**config.mk**
```make
export PLATFORM = sky130hd
export DESIGN_NAME = arb_requester
export DESIGN_NICKNAME = d
export VERILOG_FILES = /design/src/rtl/arb_requester.sv
export SDC_FILE = /design/constraint.sdc
export NUM_CORES = 1
export LEC_CHECK = 0
export CORE_UTILIZATION = 40
export CTS_CLUSTER_DIAMETER = 80
export DETAILED_ROUTE_END_ITERATION = 6
export GPL_TIMING_DRIVEN = 1
export PLACE_DENSITY = 0.64
export SYNTH_ARGS = -nofsm -noshare
export SYNTH_HDL_FRONTEND = slang
export SYNTH_SLANG_ARGS = --single-unit
```
**constraint.sdc**
```tcl
create_clock -name hostCLK -period 4 [get_ports hostCLK]
set_input_delay 0.8 -clock hostCLK [delete_from_list [all_inputs] [get_ports hostCLK]]
set_output_delay 0.8 -clock hostCLK [all_outputs]
set_load 0.005 [all_outputs]
```
**src/rtl/arb_requester.sv**
```systemverilog
// Requester-side client of a round-robin arbiter: queues local commands, requests
// ownership, streams up to MAX_BURST words per grant. Optional macro: ARB_REQ_TIMEOUT_EN.
module arb_requester #(
   parameter int DATA_W    = 16,
   parameter int DEPTH     = 4,
   parameter int MAX_BURST = 4,
   parameter int TIMEOUT   = 255
) (
   input  logic                     hostCLK,
   input  logic                     reset,
   input  logic                     cmd_valid,
   output logic                     cmd_ready,
   input  logic [DATA_W-1:0]        cmd_data,
   output logic                     request,
   input  logic                     grant,
   output logic                     res_valid,
   input  logic                     res_ready,
   output logic [DATA_W-1:0]        res_data,
   output logic                     busy,
   output logic [$clog2(DEPTH):0]   count,
   output logic                     timeout
);

   localparam int AW = $clog2(DEPTH);
   localparam int CW = AW + 1;
   localparam int BW = $clog2(MAX_BURST + 1);
   localparam logic [CW-1:0] FULL_CNT  = CW'(DEPTH);
   localparam logic [BW-1:0] BURST_MAX = BW'(MAX_BURST);

   if (DEPTH < 2 || (DEPTH & (DEPTH - 1)) != 0 || MAX_BURST < 1 || TIMEOUT < 1) begin : g_bad_params
      $error("arb_requester: illegal parameter set");
   end

   typedef enum logic [1:0] {IDLE, REQ, OWN, RELEASE} state_t;

   state_t            state_q, state_d;
   logic [DATA_W-1:0] mem_q [DEPTH];
   logic [AW-1:0]     wr_ptr_q, wr_ptr_d;
   logic [AW-1:0]     rd_ptr_q, rd_ptr_d;
   logic [CW-1:0]     count_q, count_d;
   logic [BW-1:0]     burst_q, burst_d;
   logic              push, pop, empty, full;

   assign empty     = (count_q == '0);
   assign full      = (count_q == FULL_CNT);
   // Held low during reset so nothing is accepted while the FIFO is being cleared.
   assign cmd_ready = !reset && !full;
   assign push      = cmd_valid && cmd_ready;
   assign res_valid = (state_q == OWN) && grant && !empty;
   assign pop       = res_valid && res_ready;
   assign res_data  = mem_q[rd_ptr_q];
   assign request   = (state_q == REQ) || (state_q == OWN);
   assign busy      = (state_q != IDLE);
   assign count     = count_q;

   always_comb begin
      wr_ptr_d = wr_ptr_q + AW'(push);
      rd_ptr_d = rd_ptr_q + AW'(pop);
      count_d  = count_q + CW'(push) - CW'(pop);
   end

   always_comb begin
      state_d = state_q;
      burst_d = burst_q;
      case (state_q)
         IDLE: begin
            if (!empty) state_d = REQ;
         end
         REQ: begin
            if (grant) begin
               state_d = OWN;
               burst_d = '0;
            end
         end
         OWN: begin
            // A grant lost mid-ownership is a protocol violation: give up the slot.
            if (!grant) begin
               state_d = RELEASE;
            end else if (pop) begin
               burst_d = burst_q + BW'(1);
               if (burst_d == BURST_MAX || count_d == '0) state_d = RELEASE;
            end
         end
         RELEASE: state_d = IDLE;
         default: state_d = IDLE;
      endcase
   end

   always_ff @(posedge hostCLK or posedge reset) begin
      if (reset) begin
         state_q  <= IDLE;
         wr_ptr_q <= '0;
         rd_ptr_q <= '0;
         count_q  <= '0;
         burst_q  <= '0;
      end else begin
         state_q  <= state_d;
         wr_ptr_q <= wr_ptr_d;
         rd_ptr_q <= rd_ptr_d;
         count_q  <= count_d;
         burst_q  <= burst_d;
      end
   end

   always_ff @(posedge hostCLK) begin
      if (push) mem_q[wr_ptr_q] <= cmd_data;
   end

`ifdef ARB_REQ_TIMEOUT_EN
   localparam int TW = $clog2(TIMEOUT + 1);
   localparam logic [TW-1:0] TO_MAX = TW'(TIMEOUT);

   logic [TW-1:0] wait_q, wait_d;
   logic          timeout_q, timeout_d;

   // Wait counter saturates at TIMEOUT; the flag is sticky until reset.
   always_comb begin
      wait_d    = '0;
      timeout_d = timeout_q;
      if (state_q == REQ) begin
         wait_d = (wait_q == TO_MAX) ? wait_q : wait_q + TW'(1);
         if (wait_d == TO_MAX) timeout_d = 1'b1;
      end
   end

   always_ff @(posedge hostCLK or posedge reset) begin
      if (reset) begin
         wait_q    <= '0;
         timeout_q <= 1'b0;
      end else begin
         wait_q    <= wait_d;
         timeout_q <= timeout_d;
      end
   end

   assign timeout = timeout_q;
`else
   assign timeout = 1'b0;
`endif

endmodule

```
Word-level counts from Yosys, hierarchy flattened
Memories as Yosys holds them, arrays and structs flattened.
Cells that the tools add are included.
{"block": "word_totals", "latch_bits": 0, "mem_bits_rw": 64, "memories": 1, "output_inout_bits": 24, "reg_bits": 12, "rom_bits": 0}
{"memory": "mem_q", "words": 4, "width": 16, "rd": 1, "rd_clocked_by_memory_dff": 0, "write_ports": 1, "line_no": "37", "text": "logic [DATA_W-1:0] mem_q [DEPTH];"}
{"block": "op_classes", "n_div": 0, "n_mux": 12, "shift": 0, "eq_ne": 11, "order_cmp": 0, "reduce_logical": 17, "n_addsub": 5, "bitwise_logic": 0, "multipliers": 0}
{"cell": "$mux 2", "count": 5}
{"cell": "$mux 3", "count": 3}
{"cell": "$ne 2x2->1 const B", "count": 4}
{"cell": "$pmux 2 s4", "count": 1}
{"cell": "$reduce_and 4->1", "count": 2}
{"cell": "$eq 3x3->1 const B", "count": 2}
{"cell": "$logic_not 3->1", "count": 2}
{"cell": "$pmux 3 s2", "count": 1}
{"cell": "$logic_and 1x1->1", "count": 5}
{"cell": "$add 2x1->2", "count": 2}
{"cell": "$eq 2x2->1 const B", "count": 2}
{"cell": "$reduce_bool 2->1", "count": 2}
{"cell": "$add 3x1->3", "count": 1}
{"cell": "$add 3x1->3 const B", "count": 1}
{"cell": "$logic_not 1->1", "count": 3}
{"cell": "$ne 3x2->1 const B", "count": 1}
{"cell": "$ne 3x3->1 const B", "count": 1}
{"cell": "$sub 3x1->3", "count": 1}
{"cell": "$eq 2x1->1 const B", "count": 1}
{"cell": "$logic_not 2->1", "count": 1}
{"cell": "$logic_or 1x1->1", "count": 2}
{"cell": "$mux 1", "count": 2}

Logic depth before layout (Yosys ltp)
{"block": "depth", "ltp_word": 12, "ltp_mapped": 13, "mapped_depth_nobuf": 13}

Worst setup path before layout
OpenSTA, ideal clock, no wires.
{"block": "synth_timing", "path_kind": "input port to flip-flop", "from": "input reset", "to": "register state_q[1]", "t_required_ps": 3875, "arrival_ps": 2874, "path_slack_ps": 1000, "path_stages": 11, "setup_time_ps": 125, "path_cell_list": "a21oi_1 -> nand2_1 -> ha_1 -> inv_1 -> ha_1 -> inv_1 -> fa_1 -> nor2b_1 -> a221oi_2 -> nor3_1 -> mux2_4"}
{"block": "synth_between", "elab_chain_cells": 9}
{"element": "start, declared", "line_no": "10", "text": "input logic reset,"}
{"element": "$logic_not 1->1 (no source line)"}
{"element": "$logic_and 1x1->1", "line_no": "47", "text": "assign cmd_ready = !reset && !full;"}
{"element": "$logic_and 1x1->1", "line_no": "48", "text": "assign push = cmd_valid && cmd_ready;"}
{"element": "$add 3x1->3", "line_no": "59", "text": "count_d = count_q + CW'(push) - CW'(pop);"}
{"element": "$sub 3x1->3", "line_no": "59"}
{"element": "$logic_not 3->1", "line_no": "81", "text": "if (burst_d == BURST_MAX || count_d == '0) state_d = RELEASE;"}
{"element": "$logic_or 1x1->1", "line_no": "81"}
{"element": "$ne 3x2->1 (no source line)"}
{"element": "$reduce_and 4->1 (no source line)"}
{"element": "end signal, assigned", "line_no": "97", "text": "state_q <= state_d;"}
{"element": "end, declared", "line_no": "36", "text": "state_t state_q, state_d;"}
No other way between the ends.
A chain may end at the register's enable or synchronous reset.

Worst setup path after layout
{"block": "layout_timing", "from": "input grant", "to": "register state_q[1]"}
{"block": "layout_between", "elab_chain_cells": 8, "word_cells_on_any_way": 12, "cone_classes": "add/sub: 1; eq/ne: 3; mux: 2; reduce/logical: 6"}
{"element": "start, declared", "line_no": "15", "text": "input logic grant,"}
{"element": "$logic_and 1x1->1 (2 in series)", "line_no": "49", "text": "assign res_valid = (state_q == OWN) && grant && !empty;"}
{"element": "$logic_and 1x1->1", "line_no": "50", "text": "assign pop = res_valid && res_ready;"}
{"element": "$sub 3x1->3", "line_no": "59"}
{"element": "$logic_not 3->1", "line_no": "81"}
{"element": "$logic_or 1x1->1", "line_no": "81"}
{"element": "$ne 3x2->1 (no source line)"}
{"element": "$reduce_and 4->1 (no source line)"}
Several ways; a longest one is shown, not always the timed one.

==> flow_summary.toml <==
[synthesis]
ys_ff_latch = 76
synthTopCellsByCount = "edfxtp_1 (64), mux4_2 (16), dfrtp_1 (12)"
syn_nets = 188
synth-main-ff-cell = "edfxtp_1"
synth_area_sq_um = 3052
synth_edf_count = 64
synthCells = 156
synth_most_common_cell = "edfxtp_1"
synth_top_area_cell = "edfxtp_1"
synthArstFlopShare = 0.1579
yosysWarnings = 0
synth_cell_types = 30
avgSynthCellArea_sq_um = 19.56
synth_top_area_frac = 0.6298
synth_seq_area_share = 0.7282
synth_top_cells_by_area = "edfxtp_1 (63%), mux4_2 (12%), dfrtp_1 (9.8%), ha_1 (4.1%), inv_1 (1.2%)"

[grt]
grt.total_usage = 0.1530
gr-total-overflow = 0
grt_pass1_wl_um = 8466
grt_pass1_vias = 1696
antenna_found_initial = 0
grt_max_degree = 18

[cts]
cts_tree = "yes"
clock_path_buffers = 2
cts_made_buffers = 9
path_clk_slew_ps = 80
postCtsSetupBuffers = 0
cts-resized-gates = 0
cts.sinks = 76
clock-root-buffer = "clkbuf_8"
clock_latency_ps = 340
hold_buffers = 0
htree_levels = 3

[timing]
period_share = 0.8265
max-slew-margin-rel = 0.4335
max_freq_mhz = 302.5
rsz0062_at_grt = "false"
period_needed_ps = 3306
finalHoldViolations = 0
fin_skew_ps = 9.233
worst_slew_pin_slew_ps = 849.7
fin_tns_setup_ps = 0
slew_viol_final = 0
setup_violations = 0
setup_slack_ps = 693.9

[pwr]
power.internal_mw = 1.817
p_leak_nw = 1.379
p_seq_frac = 0.444
swShare = 0.2898
p_per_area_nw_per_um2 = 668.6
power_switching_mw = 0.7413
ir_drop_mv = 0.3288
clkPwrFrac = 0.225
combPwrFrac = 0.331

[cells_and_area]
fin_nets = 241
area_growth_pct = 25.38
antenna_cells = 0
drive_gt1_frac = 0.1869
fillCellCount = 584

[route]
via_count = 1532
vias_per_cell = 4.895
finalWirelength_um = 5322
ant_nets = 0
first_iter_violations = 70
dr.pass1.iters = 4
route.detailed.drc = 0
wl_per_cell_um = 17.00

[flow_run]
cap_violations = 0

[placement]
gp_congestion = 0.8261
dp_hpwl_um = 3578
pre_cts_ws_ps = 323.6
numPortBuffers = 43

[floorplanning]
start_util = 0.4163
pin_count = 45
coreArea_sq_um = 7331
dieArea_sq_um = 7983
rows = 31
die_height_um = 89.35
die_width_um = 89.35

[critical_path]
critPathKind = "in -> reg"
worstPathRequired_ps = 4230
crit_arrival_ps = 3530
worstPathMaxFanout = 5
end_kind = "register"
setup.worst_path.start_class = "input pin"

[min_path]
holdCritPathClass = "reg -> reg"

[outcome]
outcome = "completed"
## registers in the layout, summed over array words and instances, names as in the netlist
signal / count
count: 3
wr_ptr_q: 2
burst_q: 3
mem_q: 64
state_q: 2
rd_ptr_q: 2
## metal layers
layer  global-route usage  wire [um]  vias to the layer above
li1                     -          -                      719
met1               0.1772       2182                      766
met2               0.2665       2856                       45
met3              0.04986        268                        2
met4              0.05628         14                        0
met5                    0          0                        -
## final cells by class
cell class              count  area (sq um)  area share
flip-flops and latches     76          2222      0.5808
multi-input cells          65         782.0      0.2044
repair buffers             47         460.4      0.1203
clock buffers              10         127.6     0.03336
well taps                  99         123.9     0.03237
clock inverters             6         72.57     0.01897
inverters                  10         37.54    0.009810
## worst max-delay path, cell delays in order
cell             delay [ps]
clkdlybuf4s50_1         540
nand2_1                 140
nor2_1                  180
ha_1                    250
inv_1                    60
ha_1                    130
inv_1                    50
fa_1                    490
nor2b_1                 160
a221oi_2                 70
nor3_1                  330
mux2_4                  340
## power groups by stage
stage | registers (mW) | logic, mW | clock network, mW
after floorplan | 1.08 | 0.523 | 0
after global placement | 1.14 | 0.838 | 0
after detailed placement | 1.15 | 0.860 | 0
after CTS | 1.14 | 0.865 | 0.588
after global routing | 1.16 | 0.933 | 0.627
final | 1.14 | 0.847 | 0.576
## cells in the final DEF (no fill, tap or decap), types with 3 or more instances in the layout
cell             synthesis  final
dfrtp_1                 12     12
nor2_1                   4      4
inv_1                   10     10
clkdlybuf4s50_1          0     43
ha_1                    10     10
clkbuf_8                 0      9
edfxtp_1                64     64
xor2_1                   3      3
mux4_2                  16     16
buf_4                    1      4
nand2_1                  6      6
## kinds of logic (layout without fill, tap and decap cells)
| logic type | Yosys count | in the layout | share of synthesized area |
|---|---|---|---|
| AOI/OAI and AO/OA | 11 | 11 | 0.02870 |
| xor gates and xnor gates | 4 | 4 | 0.01599 |
| adders and majority gates | 11 | 11 | 0.04756 |
| buffers and inverters | 15 | 73 | 0.02050 |
| DFF | 76 | 76 | 0.7282 |
| muxes | 17 | 17 | 0.1230 |
| other | 1 | 1 | 0.001229 |
| and+or+nand+nor | 21 | 21 | 0.03485 |
## worst paths after layout
kind / from / endpoint / slack, ps / depth (start not counted)
hold reg to reg: state_q[0]$_DFFE_PP0P_ / state_q[0]$_DFFE_PP0P_ / 560 / 1
max in group asynchronous: reset / rd_ptr_q[1]$_DFF_PP0_ / 2850 / 2
setup reg to reg: state_q[0]$_DFFE_PP0P_ / state_q[1]$_DFFE_PP0P_ / 820 / 13
hold / removal: state_q[0]$_DFFE_PP0P_ / state_q[0]$_DFFE_PP0P_ / 560 / 1
setup / recovery: grant / state_q[1]$_DFFE_PP0P_ / 690 / 12
min in group asynchronous: reset / count[0]$_DFF_PP0_ / 810 / 2
## stage by stage
stage / cells / utilization / hold WS [ps] / power [mW] / cell area [sq um]
4_1_cts: 313 / 0.5219 / 555.7 / 2.590 / 3826
2_1_floorplan: 156 / - / 473.2 / 1.601 / 3052
3_3_place_gp: 297 / 0.4946 / 515.3 / 1.980 / 3626
3_5_place_dp: 297 / 0.4946 / 536.8 / 2.014 / 3626
5_1_grt: 313 / 0.5219 / 579.0 / 2.717 / 3826
6_report: 313 / 0.5219 / 557.8 / 2.558 / 3826
Power figures use the tool's default switching activity.
